`src/rtl/rf_pkg.sv`:
```
// Shared widths, op-codes, state encoding and capture record for the
// register-file op sequencer.
package rf_pkg;

    localparam int DATA_W = 16;
    localparam int ADDR_W = 3;

    typedef enum logic [2:0] {
        OP_MOV = 3'b000,
        OP_ADD = 3'b001,
        OP_SUB = 3'b010,
        OP_AND = 3'b011,
        OP_OR  = 3'b100,
        OP_XOR = 3'b101,
        OP_LDI = 3'b110,
        OP_NOP = 3'b111
    } op_e;

    typedef enum logic [1:0] {
        ST_IDLE  = 2'b00,
        ST_READ  = 2'b01,
        ST_EXEC  = 2'b10,
        ST_WRITE = 2'b11
    } state_e;

    // Fields of an accepted command that are still needed after READ.
    typedef struct packed {
        op_e               op;
        logic [ADDR_W-1:0] dst;
        logic [DATA_W-1:0] imm;
    } cap_t;

endpackage

```
`src/rtl/rf_op_sequencer_if.sv`:
```
// Command handshake plus register-file ports and status outputs of the
// sequencer, grouped as one bundle.
interface rf_op_sequencer_if;
    import rf_pkg::*;

    logic              cmd_valid;
    logic              cmd_ready;
    logic [2:0]        cmd_op;
    logic [ADDR_W-1:0] cmd_dst;
    logic [ADDR_W-1:0] cmd_srca;
    logic [ADDR_W-1:0] cmd_srcb;
    logic [DATA_W-1:0] cmd_imm;

    logic              we;
    logic [DATA_W-1:0] W;
    logic [ADDR_W-1:0] W_Addr;
    logic [ADDR_W-1:0] R_Addr;
    logic [ADDR_W-1:0] S_Addr;
    logic [DATA_W-1:0] R;
    logic [DATA_W-1:0] S;

    logic [DATA_W-1:0] result;
    logic              zero;
    logic              carry;
    logic              done;

    modport master (
        input  cmd_valid, cmd_op, cmd_dst, cmd_srca, cmd_srcb, cmd_imm, R, S,
        output cmd_ready, we, W, W_Addr, R_Addr, S_Addr, result, zero, carry, done
    );

    modport slave (
        output cmd_valid, cmd_op, cmd_dst, cmd_srca, cmd_srcb, cmd_imm, R, S,
        input  cmd_ready, we, W, W_Addr, R_Addr, S_Addr, result, zero, carry, done
    );

endinterface

```
`src/rtl/rf_alu16.sv`:
```
// Combinational 16-bit ALU; c is carry-out for ADD, borrow for SUB, else 0.
module rf_alu16
    import rf_pkg::*;
(
    input  op_e               op_i,
    input  logic [DATA_W-1:0] a_i,
    input  logic [DATA_W-1:0] b_i,
    input  logic [DATA_W-1:0] imm_i,
    output logic [DATA_W-1:0] y_o,
    output logic              c_o
);

    logic [DATA_W:0] sum;

    always_comb begin
        y_o = '0;
        c_o = 1'b0;
        sum = {1'b0, a_i} + {1'b0, b_i};
        case (op_i)
            OP_MOV: y_o = a_i;
            OP_ADD: begin
                y_o = sum[DATA_W-1:0];
                c_o = sum[DATA_W];
            end
            OP_SUB: begin
                y_o = a_i - b_i;
                c_o = (a_i < b_i);
            end
            OP_AND: y_o = a_i & b_i;
            OP_OR:  y_o = a_i | b_i;
            OP_XOR: y_o = a_i ^ b_i;
            OP_LDI: y_o = imm_i;
            default: y_o = '0;
        endcase
    end

endmodule

```
`src/rtl/rf_op_sequencer.sv`:
```
// IDLE -> READ -> EXEC -> WRITE sequencer driving the register file's R/S read
// ports and W write port, one command per pass.
module rf_op_sequencer
    import rf_pkg::*;
(
    input  logic             clk,
    input  logic             reset,
    rf_op_sequencer_if.master bus
);

    state_e            state_q, state_d;
    cap_t              cap_q;
    logic [ADDR_W-1:0] raddr_q, saddr_q, waddr_q;
    logic [DATA_W-1:0] opa_q, opb_q, result_q, w_q;
    logic              zero_q, carry_q;
    logic [DATA_W-1:0] alu_y;
    logic              alu_c;

    rf_alu16 u_alu (
        .op_i  (cap_q.op),
        .a_i   (opa_q),
        .b_i   (opb_q),
        .imm_i (cap_q.imm),
        .y_o   (alu_y),
        .c_o   (alu_c)
    );

    always_ff @(posedge clk or posedge reset) begin
        if (reset) state_q <= ST_IDLE;
        else       state_q <= state_d;
    end

    // we/done decode straight from state so reset drops them immediately.
    always_comb begin
        state_d       = state_q;
        bus.cmd_ready = 1'b0;
        bus.we        = 1'b0;
        bus.done      = 1'b0;
        case (state_q)
            ST_IDLE: begin
                bus.cmd_ready = 1'b1;
                if (bus.cmd_valid) state_d = ST_READ;
            end
            ST_READ: state_d = ST_EXEC;
            ST_EXEC: state_d = ST_WRITE;
            ST_WRITE: begin
                bus.we   = (cap_q.op != OP_NOP);
                bus.done = 1'b1;
                state_d  = ST_IDLE;
            end
            default: state_d = ST_IDLE;
        endcase
    end

    always_ff @(posedge clk or posedge reset) begin
        if (reset) begin
            cap_q    <= '0;
            raddr_q  <= '0;
            saddr_q  <= '0;
            waddr_q  <= '0;
            opa_q    <= '0;
            opb_q    <= '0;
            result_q <= '0;
            w_q      <= '0;
            zero_q   <= 1'b0;
            carry_q  <= 1'b0;
        end else begin
            case (state_q)
                ST_IDLE: begin
                    if (bus.cmd_valid) begin
                        cap_q.op  <= op_e'(bus.cmd_op);
                        cap_q.dst <= bus.cmd_dst;
                        cap_q.imm <= bus.cmd_imm;
                        raddr_q   <= bus.cmd_srca;
                        saddr_q   <= bus.cmd_srcb;
                    end
                end
                ST_READ: begin
                    opa_q <= bus.R;
                    opb_q <= bus.S;
                end
                ST_EXEC: begin
                    waddr_q <= cap_q.dst;
                    // NOP leaves result, flags and W (which mirrors result) untouched.
                    if (cap_q.op != OP_NOP) begin
                        result_q <= alu_y;
                        w_q      <= alu_y;
                        zero_q   <= (alu_y == '0);
                        carry_q  <= alu_c;
                    end
                end
                default: ;
            endcase
        end
    end

    assign bus.R_Addr = raddr_q;
    assign bus.S_Addr = saddr_q;
    assign bus.W_Addr = waddr_q;
    assign bus.W      = w_q;
    assign bus.result = result_q;
    assign bus.zero   = zero_q;
    assign bus.carry  = carry_q;

endmodule

```
`src/flat_wrapper.sv`:
```
// flat-port wrapper written by rule: the top's interface ports become plain ports
module rf_op_sequencer_flat import rf_pkg::*;
  (clk, reset, bus_cmd_valid, bus_cmd_op, bus_cmd_dst, bus_cmd_srca, bus_cmd_srcb, bus_cmd_imm, bus_R, bus_S, bus_cmd_ready, bus_we, bus_W, bus_W_Addr, bus_R_Addr, bus_S_Addr, bus_result, bus_zero, bus_carry, bus_done);
  rf_op_sequencer_if bus_i ();
  input  logic clk;
  input  logic reset;
  input wire logic [$bits(bus_i.cmd_valid)-1:0] bus_cmd_valid;
  input wire logic [$bits(bus_i.cmd_op)-1:0] bus_cmd_op;
  input wire logic [$bits(bus_i.cmd_dst)-1:0] bus_cmd_dst;
  input wire logic [$bits(bus_i.cmd_srca)-1:0] bus_cmd_srca;
  input wire logic [$bits(bus_i.cmd_srcb)-1:0] bus_cmd_srcb;
  input wire logic [$bits(bus_i.cmd_imm)-1:0] bus_cmd_imm;
  input wire logic [$bits(bus_i.R)-1:0] bus_R;
  input wire logic [$bits(bus_i.S)-1:0] bus_S;
  output wire logic [$bits(bus_i.cmd_ready)-1:0] bus_cmd_ready;
  output wire logic [$bits(bus_i.we)-1:0] bus_we;
  output wire logic [$bits(bus_i.W)-1:0] bus_W;
  output wire logic [$bits(bus_i.W_Addr)-1:0] bus_W_Addr;
  output wire logic [$bits(bus_i.R_Addr)-1:0] bus_R_Addr;
  output wire logic [$bits(bus_i.S_Addr)-1:0] bus_S_Addr;
  output wire logic [$bits(bus_i.result)-1:0] bus_result;
  output wire logic [$bits(bus_i.zero)-1:0] bus_zero;
  output wire logic [$bits(bus_i.carry)-1:0] bus_carry;
  output wire logic [$bits(bus_i.done)-1:0] bus_done;
  assign bus_i.cmd_valid = bus_cmd_valid;
  assign bus_i.cmd_op = bus_cmd_op;
  assign bus_i.cmd_dst = bus_cmd_dst;
  assign bus_i.cmd_srca = bus_cmd_srca;
  assign bus_i.cmd_srcb = bus_cmd_srcb;
  assign bus_i.cmd_imm = bus_cmd_imm;
  assign bus_i.R = bus_R;
  assign bus_i.S = bus_S;
  assign bus_cmd_ready = bus_i.cmd_ready;
  assign bus_we = bus_i.we;
  assign bus_W = bus_i.W;
  assign bus_W_Addr = bus_i.W_Addr;
  assign bus_R_Addr = bus_i.R_Addr;
  assign bus_S_Addr = bus_i.S_Addr;
  assign bus_result = bus_i.result;
  assign bus_zero = bus_i.zero;
  assign bus_carry = bus_i.carry;
  assign bus_done = bus_i.done;
  rf_op_sequencer u_core (.clk(clk), .reset(reset), .bus(bus_i));
endmodule
```
`config.mk`:
```
export PLATFORM = sky130hd
export DESIGN_NAME = rf_op_sequencer_flat
export DESIGN_NICKNAME = d
export VERILOG_FILES = /design/src/rtl/rf_pkg.sv /design/src/rtl/rf_op_sequencer_if.sv /design/src/rtl/rf_alu16.sv /design/src/rtl/rf_op_sequencer.sv /design/src/flat_wrapper.sv
export SDC_FILE = /design/constraint.sdc
export NUM_CORES = 1
export LEC_CHECK = 0
export BUFFER_PORTS_ARGS = -buffer_cell sky130_fd_sc_hd__buf_2
export CAP_MARGIN = 0
export CELL_PAD_IN_SITES_DETAIL_PLACEMENT = 1
export CELL_PAD_IN_SITES_GLOBAL_PLACEMENT = 2
export CORE_MARGIN = 2
export CORE_UTILIZATION = 37
export DETAILED_ROUTE_END_ITERATION = 7
export PLACE_DENSITY = 0.9
export SLEW_MARGIN = 5
export SYNTH_ARGS = -nofsm -noshare
export SYNTH_HDL_FRONTEND = slang
export SYNTH_SLANG_ARGS = --single-unit
```
`constraint.sdc`:
```
create_clock -name clk -period 4.9 [get_ports clk]
set_clock_uncertainty 0.05 [all_clocks]
set_input_delay 0.49 -clock clk [delete_from_list [all_inputs] [get_ports clk]]
set_output_delay 0.49 -clock clk [all_outputs]
set_load 0.02 [all_outputs]
```
==> results.tsv <==
metric	value	unit
cts_htree_levels	3	
postSynthAreaPerCell	8.855	um^2
post_synth_edffs	0	
fmax	271.2	MHz
cts_inserted_buffers	9	
max_cap_viol_count	0	
place_ws	1.273	ns
synth.yosys.seq_area_share	0.3409	
synthCells	688	
die_area	17510	um^2
cell_rows	46	
routed_wl	18.97	mm
tritoncts	done	
fin_nets	877	
synth.net_count	809	
grt_usage	0.2227	
post_cts.resized_instances	0	
antenna_found_initial	0	
gp_congestion	0.9398	
cp_slowest_stage_delay	0.86	ns
antenna_cells	0	
final_layout_size_suffix_gt1_frac	0.2470	
postCtsHoldBufs	0	
synth_seq_cells	83	
number_of_global_route_vias_before_repair	5694	
chipHeight	132.3	um
hold_path.class	input pin to asynchronous set/reset pin	
drt_iter0_drc	319	
worstPathArrival	3.87	ns
timing.rr.end	u_core.bus.zero	
antenna_left	0	
summed_instance_area_of_the_synthesized_netlist	6092	um^2
setup_viol_count_final	0	
type_of_element_capturing_the_critical_path	flop	
yosys.area.top_type_share	0.3409	
timing.final.crit_period	3.687	ns
timing.rr.start	u_core.cap_q[19]	
cell_type_contributing_the_most_total_cell_area_after_synthesis	dfrtp_1	
worst_path_cell_with_the_longest_stage_delay	dfrtp_1	
crit_path_cell_trace	nor2b_1, nand2_1, or4_1, a21oi_1, a2111oi_0, a21oi_1, nor4_1, o2111ai_1, o31ai_2	
slew_headroom	0.2846	
wl_met1	8.850	mm
synth_top_flop_cell	dfrtp_1	
worst_setup_path_startpoint	u_core.cap_q[19]	
drcViolationCount	0	
start_util	0.3807	
crit_buf_inv	0	
rsz0062_at_grt	false	
required	5.08	ns
placeableCoreArea	16000	um^2
numPortBuffers	108	
critPathMostFrequentCell	a21oi_1	
post_cts_clock_slew_at_the_launch_and_capture_registers_of_the_worst_setup_and_hold_paths	0.07	ns
via_count	5440	
dr.pass1.iters	5	
cp-start-kind	flop	
ctsRootBufferMaster	clkbuf_16	
wire_length_on_met3	659	um
critical_path.max_fanout	24	
dp_hpwl	14.40	mm
asyncSetResetFlopFracSynth	1.000	
worst-r2r-cell-count	9	
grt_max_degree	65	
rrSetupSlack	1.21	ns
cts_setup_buffers	0	
via_to_cell_ratio	5.568	
aggregate_negative_setup_slack	0	ns
critPathCapture	u_core.bus.zero	
synthDistinctLibCells	64	
clk_path_buf_depth	2	
area_delta_synth_final	14.42	%
synthesis.yosys.warnings	0	
cts.sinks	83	
grt-ovfl-total	0	
route.top_layer_used	met4	
synth.area.top_cells	dfrtp_1 (34%), ha_1 (12%), mux2_2 (7.8%), o21ai_0 (5.5%), nand2_1 (4.3%)	
wl_met2	9.146	mm
slew_viol_final	0	
grt_pass1_wl	30.98	mm
outcome	complete, no violations	
worst-slew-pin-transition	1.071	ns
boundaryPins	109	
clkLatencyLatePin	0.36	ns
timing.final.ws_setup	1.213	ns
util_after_layout	0.4356	
post-route-period-util	0.7524	
critical_path.top_delay_family	simple AND/OR/NAND/NOR gates	
routedWlPerCell	19.42	um
fp.dieW	132.3	um
path_depth	9	
hold_violations	0	
worstSetupPathType	flop to flop	
## final cells by class
class                   instances  area (um^2)
clock buffers                   9        225.2
inverters                      54        203.9
fillers                      1925         9030
multi-input cells             493         3527
repair buffers                115        593.1
well taps                     216        270.3
clock inverters                 7        73.82
flip-flops and latches         83         2077
## cell usage after synthesis, types with 4 or more instances
master / n
a211o_1: 5
a211oi_1: 12
a21o_1: 5
a21oi_1: 36
a221oi_1: 5
a22o_1: 4
a22oi_1: 7
a311oi_1: 4
a31oi_1: 13
buf_1: 5
buf_2: 8
buf_4: 16
clkbuf_1: 29
dfrtp_1: 83
ha_1: 56
inv_1: 52
mux2_2: 42
mux2i_1: 4
nand2_1: 70
nand2b_1: 5
nand3_1: 13
nor2_1: 40
nor2b_1: 13
nor3_1: 7
nor4_1: 5
o211ai_1: 7
o21ai_0: 67
o21bai_1: 5
o221ai_1: 4
o31ai_1: 7
## metal layers
layer	global-route usage	vias to the layer above
met4	0.07049	0
met2	0.3715	129
met1	0.3022	2713
li1	-	2579
met5	0	-
met3	0.02653	19
## cells by family after synthesis
family	after synthesis	synth area share
AO/OA/AOI/OAI	219	0.2440
XOR/XNOR	3	0.004314
adder cells (fa/ha/maj)	58	0.1216
buffers and inverters	112	0.08051
flip-flops	83	0.3409
multiplexers	46	0.08421
AND/OR/NAND/NOR	167	0.1245
## layout by cell type (no fill, tap or decap), types with 13 or more instances in the layout
master / synthesis / final
nand2_1: 70 / 70
o21ai_0: 67 / 67
mux2_2: 42 / 42
a31oi_1: 13 / 13
ha_1: 56 / 55
inv_1: 52 / 51
a21oi_1: 36 / 36
nand3_1: 13 / 13
nor2b_1: 13 / 13
nor2_1: 40 / 40
buf_2: 8 / 108
dfrtp_1: 83 / 83
## worst min-delay path by stage
| stage | startpoint | endpoint | slack [ns] | depth (start not counted) |
|---|---|---|---|---|
| after CTS | reset | u_core.opb_q[14] | 0.17 | 2 |
| after floorplan | u_core.cap_q[16] | u_core.bus.W_Addr[0] | 0.42 | 1 |
| after global placement | u_core.bus.carry | u_core.bus.carry | 0.41 | 2 |
| after detailed placement | u_core.bus.result[5] | u_core.bus.result[5] | 0.44 | 2 |
| after global routing | reset | u_core.bus.result[0] | 0.19 | 2 |
| final | reset | u_core.bus.result[0] | 0.13 | 2 |
## worst register-to-register path, stage by stage (launching register included)
cell       delay (ns)
dfrtp_1          0.86
nor2b_1          0.59
nand2_1          0.53
or4_1            0.61
a21oi_1          0.14
a2111oi_0        0.08
a21oi_1          0.37
nor4_1           0.13
o2111ai_1        0.14
o31ai_2          0.08
## flip-flops by register name, indices dropped and copies added, names as in the netlist
name / cells
u_core.opa_q: 16
u_core.bus.S_Addr: 3
u_core.bus.zero: 1
u_core.bus.R_Addr: 3
u_core.opb_q: 16
u_core.bus.carry: 1
u_core.bus.result: 16
u_core.cap_q: 22
u_core.bus.W_Addr: 3
u_core.state_q: 2
## metrics by stage
stage | hold WS [ns] | std cells | instance area [um^2]
2_1_floorplan | 0.4237 | 688 | 6092
5_1_grt | 0.1882 | 977 | 6970
4_1_cts | 0.1668 | 977 | 6970
3_5_place_dp | 0.4368 | 961 | 6671
6_report | 0.1315 | 977 | 6970
3_3_place_gp | 0.4115 | 961 | 6671
Power is left out: the tool's default activity adds up to more than one toggle a clock period on the data nets, which glitch-free logic cannot reach.
